File: config.mk
export PLATFORM = sky130hd
export DESIGN_NAME = register_skid_buffer
export DESIGN_NICKNAME = d
export VERILOG_FILES = /design/src/rtl/register_pkg.sv /design/src/rtl/register_skid_buffer.sv
export SDC_FILE = /design/constraint.sdc
export NUM_CORES = 1
export LEC_CHECK = 0
export BUFFER_PORTS_ARGS = -buffer_cell sky130_fd_sc_hd__buf_2
export CELL_PAD_IN_SITES_DETAIL_PLACEMENT = 0
export CELL_PAD_IN_SITES_GLOBAL_PLACEMENT = 1
export CORE_MARGIN = 8
export CORE_UTILIZATION = 32
export CTS_CLUSTER_DIAMETER = 30
export DETAILED_ROUTE_END_ITERATION = 8
export PLACE_DENSITY = 0.71
export SLEW_MARGIN = 20
export SYNTH_ARGS = -nofsm -noshare
export SYNTH_HDL_FRONTEND = slang
export SYNTH_SLANG_ARGS = --single-unit
File: constraint.sdc
create_clock -name clk -period 1.7 [get_ports clk]
set_input_delay 0.255 -clock clk [delete_from_list [all_inputs] [get_ports clk]]
set_output_delay 0.255 -clock clk [all_outputs]
set_load 0.02 [all_outputs]
File: src/rtl/register_pkg.sv
// Shared types for the ready/valid register skid buffer.
package register_pkg;

  // Occupancy of the two-entry buffer: EMPTY (no word), BUSY (main holds a
  // word), FULL (main and skid both hold words, input side stalled).
  typedef enum logic [1:0] {
    EMPTY = 2'd0,
    BUSY  = 2'd1,
    FULL  = 2'd2
  } skid_state_t;

  localparam int DEFAULT_WIDTH = 8;

endpackage

File: src/rtl/register_skid_buffer.sv
// Ready/valid pipeline register with a one-word skid slot.
//
// Handshake: a word moves across an interface on a rising clk edge where
// valid && ready are both high on that interface. The producer may drop
// in_valid at any time without a transfer. Once out_valid is high, out_valid
// and out_data hold until the cycle out_ready is high. in_ready and out_valid
// are decoded from registered state only, so no input reaches any output
// combinationally and the ready path is fully registered.
//
// r_main always holds the word presented on out_data. r_skid catches the word
// accepted in the cycle the consumer stalls while main is occupied, which is
// what lets in_ready be registered without losing that word.
module register_skid_buffer
  import register_pkg::*;
#(
  parameter int WIDTH = DEFAULT_WIDTH
) (
  input  logic             clk,
  input  logic             rst_n,
  input  logic             in_valid,
  output logic             in_ready,
  input  logic [WIDTH-1:0] in_data,
  output logic             out_valid,
  input  logic             out_ready,
  output logic [WIDTH-1:0] out_data
);

  skid_state_t      r_state;
  logic [WIDTH-1:0] r_main;
  logic [WIDTH-1:0] r_skid;
  logic             w_accept;
  logic             w_deliver;

  // Transfers on each side, using the state-decoded handshake outputs.
  assign w_accept  = in_valid && in_ready;
  assign w_deliver = out_valid && out_ready;

  // Outputs decoded from state only.
  assign in_ready  = (r_state != FULL);
  assign out_valid = (r_state != EMPTY);
  assign out_data  = r_main;

  // Occupancy state machine.
  always_ff @(posedge clk or negedge rst_n) begin
    if (!rst_n) begin
      r_state <= EMPTY;
    end else begin
      case (r_state)
        EMPTY: begin
          if (w_accept) r_state <= BUSY;
        end
        BUSY: begin
          if (w_accept && !w_deliver)      r_state <= FULL;
          else if (!w_accept && w_deliver) r_state <= EMPTY;
        end
        FULL: begin
          if (w_deliver) r_state <= BUSY;
        end
        default: r_state <= EMPTY;
      endcase
    end
  end

  // Main (output) register: loads new input when it becomes the head, or
  // the skid word when the head drains from FULL.
  always_ff @(posedge clk or negedge rst_n) begin
    if (!rst_n) begin
      r_main <= '0;
    end else begin
      case (r_state)
        EMPTY: begin
          if (w_accept) r_main <= in_data;
        end
        BUSY: begin
          if (w_accept && w_deliver) r_main <= in_data;
        end
        FULL: begin
          if (w_deliver) r_main <= r_skid;
        end
        default: r_main <= r_main;
      endcase
    end
  end

  // Skid register: captures the word accepted while the head is stalled.
  always_ff @(posedge clk or negedge rst_n) begin
    if (!rst_n) begin
      r_skid <= '0;
    end else if (r_state == BUSY && w_accept && !w_deliver) begin
      r_skid <= in_data;
    end
  end

endmodule

==> metrics.csv <==
stage,metric,value,unit
pwr,clkPwrFrac,13.6,%
cells_and_area,instances_no_fill,117,
routing,wl_per_cell,13.9,µm
worst_setup_path,critPathMaxFanout,5,
clock_network,clk_path_buf_depth,2,
die,dieArea,4700,µm²
routing,drtIter0Drc,11,
worst_setup_path,arrival,1.30,ns
sta,setup_tns,0,ns
routing,vias,552,
grt,grt_max_degree,19,
grt,gr-total-overflow,0,
grt,grt_pass1_wl,2790,µm
place,placed_cells,112,
run,cap_violations,0,
sta,fmax,643,MHz
sta,min_period,1.56,ns
pwr,switchingPower,0.000656,W
synthesis,synthCells,59,
synthesis,synth_seq_area_share,51.0,%
synthesis,ys_seq_elements,18,
cells_and_area,syn2layout_area_growth,22.5,%
grt,antenna_found_initial,0,
pwr,vdd_drop_max,0.860,mV
place,globalplace.congestion,0.635,
synthesis,synth_area,883,µm²
sta,relSlewSlack,73.4,%
pwr,pwr-share-seq,40.8,%
grt,grt_pass1_vias,624,
pwr,sw_frac_of_total,34.6,%
worst_setup_path,cp-end-kind,primary output,
die,initial_core_util,32.9,%
sta,hold_slack,0.205,ns
sta,setup_viol,0,
sta,rsz0062_at_grt,no,
die,row_count,19,
routing,drt_wl_total,1620,µm
sta,fin_ws,0.145,ns
die,die_w,68.5,µm
clock_network,numClockSinks,18,
clock_network,clk-insertion-delay-late,0.29,ns
place,port_buffers,21,
place,dp.final_hpwl,1240,µm
sta,clock_skew,0.000839,ns
cells_and_area,final_layout_size_suffix_gt1_share,64.0,%
clock_network,clk_pin_slew,0.10,ns
cells_and_area,fin_nets,100,
pwr,power_density,1750,nW/µm²
sta,finalCritPeriodShare,91.5,%
synthesis,yosysUniqueCellTypes,18,
synthesis,yosys_warnings,0,
synthesis,synth_nets,72,
clock_network,cts_tree,yes,
grt,grt.total_usage,7.80,%
worst_setup_path,required,1.44,ns
cells_and_area,nFillCells,265,
clock_network,clockRootBuffer,clkbuf_4,
worst_setup_path,cp-start-kind,flip-flop,
routing,avgViaCountPerCell,4.72,
outcome,status,"finished, final reports clean",
place,dp_slack,0.00824,ns
routing,firstDrtPassIters,4,
pwr,power_frac_comb,45.5,%
routing,detail-route-antenna-nets,0,
pwr,p_int,0.00124,W
clock_network,cts_max_level,1,
sta,drv_slew,0,
cells_and_area,diodes,0,
synthesis,syn_area_per_cell,15.0,µm²
die,design.core.area,2690,µm²
sta,finalHoldViolations,0,
worst_setup_path,critPathKind,flip-flop to primary output,
routing,drc_errors,0,
clock_network,numCtsBuffers,3,
die,die_h,68.5,µm
die,top_level_ports,22,
worst_hold_path,hold_class,input pin to flip-flop,
pwr,power_leakage,0.503,nW
sta,tightest_slew,0.399,ns
## synth_stat cells
cell | number | area share [%]
ha_1 | 1 | 1.4
mux2_2 | 15 | 19
o21ai_0 | 1 | 0.57
and2_1 | 1 | 0.71
nor3b_4 | 1 | 2.1
or2_2 | 1 | 0.71
buf_6 | 2 | 2.5
dfrtp_1 | 18 | 51
nand2_1 | 2 | 0.85
o22ai_1 | 1 | 0.71
a32o_1 | 1 | 1.1
mux2i_1 | 1 | 1.1
mux2_4 | 8 | 14
nand3b_1 | 1 | 0.85
nand2b_1 | 1 | 0.71
mux2_1 | 1 | 1.3
inv_1 | 2 | 0.85
nor2b_1 | 1 | 0.71
## power groups by stage
stage	clock network, W	registers [W]	logic (W)
5_1_grt	0.000289	0.000800	0.000928
2_1_floorplan	0	0.000877	0.000527
3_3_place_gp	0	0.000764	0.000853
6_report	0.000259	0.000774	0.000863
3_5_place_dp	0	0.000769	0.000872
4_1_cts	0.000269	0.000766	0.000871
## final timing paths
check,start,to,slack [ns],cells past startpoint
hold reg to reg,r_skid[3],r_skid[3],0.51,1
max in group asynchronous,rst_n,r_skid[0],1.01,2
min in group asynchronous,rst_n,r_skid[3],0.41,2
hold / removal,in_data[0],r_skid[0],0.21,2
setup / recovery,r_state[1],out_valid,0.14,3
setup reg to reg,r_state[0],r_state[1],0.16,6
## cell type report
class | count | area, µm² | share of cell area, %
tap | 31 | 38.8 | 3.58
timing repair buffer | 25 | 138 | 12.7
inverter | 2 | 7.51 | 0.694
clock buffer | 4 | 36.3 | 3.35
sequential | 18 | 450 | 41.6
multi-input combinational | 37 | 412 | 38.0
## sequential cells by signal, summed over array words and instances, names as in the netlist
name / flops
r_skid: 8
r_state: 2
out_data: 8
## metal layers
layer	vias to the layer above	GRT usage [%]	share of wire [%]
met5	-	0	0
met4	0	3.84	1.7
met3	2	3.23	7.1
met2	16	11.7	45
met1	271	9.42	46
li1	263	-	-
## cells in the final DEF, fill, tap and decap left out, types with 2 or more instances in the layout
cell	netlist	final
buf_2	0	21
dfrtp_1	18	18
mux2_2	15	15
mux2_4	8	8
clkbuf_4	0	3
buf_4	0	3
inv_1	2	2
nand2_1	2	2
## cells by family (layout without fill, tap and decap cells)
logic type,Yosys count,count (layout),synth area share (%)
simple gates,8,8,6.66
buf+inv,4,31,3.40
flops,18,18,51.0
mux,25,25,35.1
compound gates,3,3,2.41
fa+ha+maj,1,1,1.42
## stage by stage
stage	power (W)	cell area, µm²	utilization [%]
2_1_floorplan	0.00140	883	-
3_3_place_gp	0.00162	1030	38.2
3_5_place_dp	0.00164	1030	38.2
4_1_cts	0.00191	1070	40.0
5_1_grt	0.00202	1080	40.3
6_report	0.00190	1080	40.3
## critical path, cell delays in order, from the launching register on
cell and delay (ns):
dfrtp_1 0.39, buf_4 0.16, or2_2 0.30, buf_2 0.16
## timing repair
item	4_1_cts	5_1_grt
resized for setup	0	3
setup endpoints to repair	0	10
hold endpoints to repair	18	0
buffers inserted	0	0
hold buffers	1	0
Note: power is estimated with default switching activity, not from simulation.
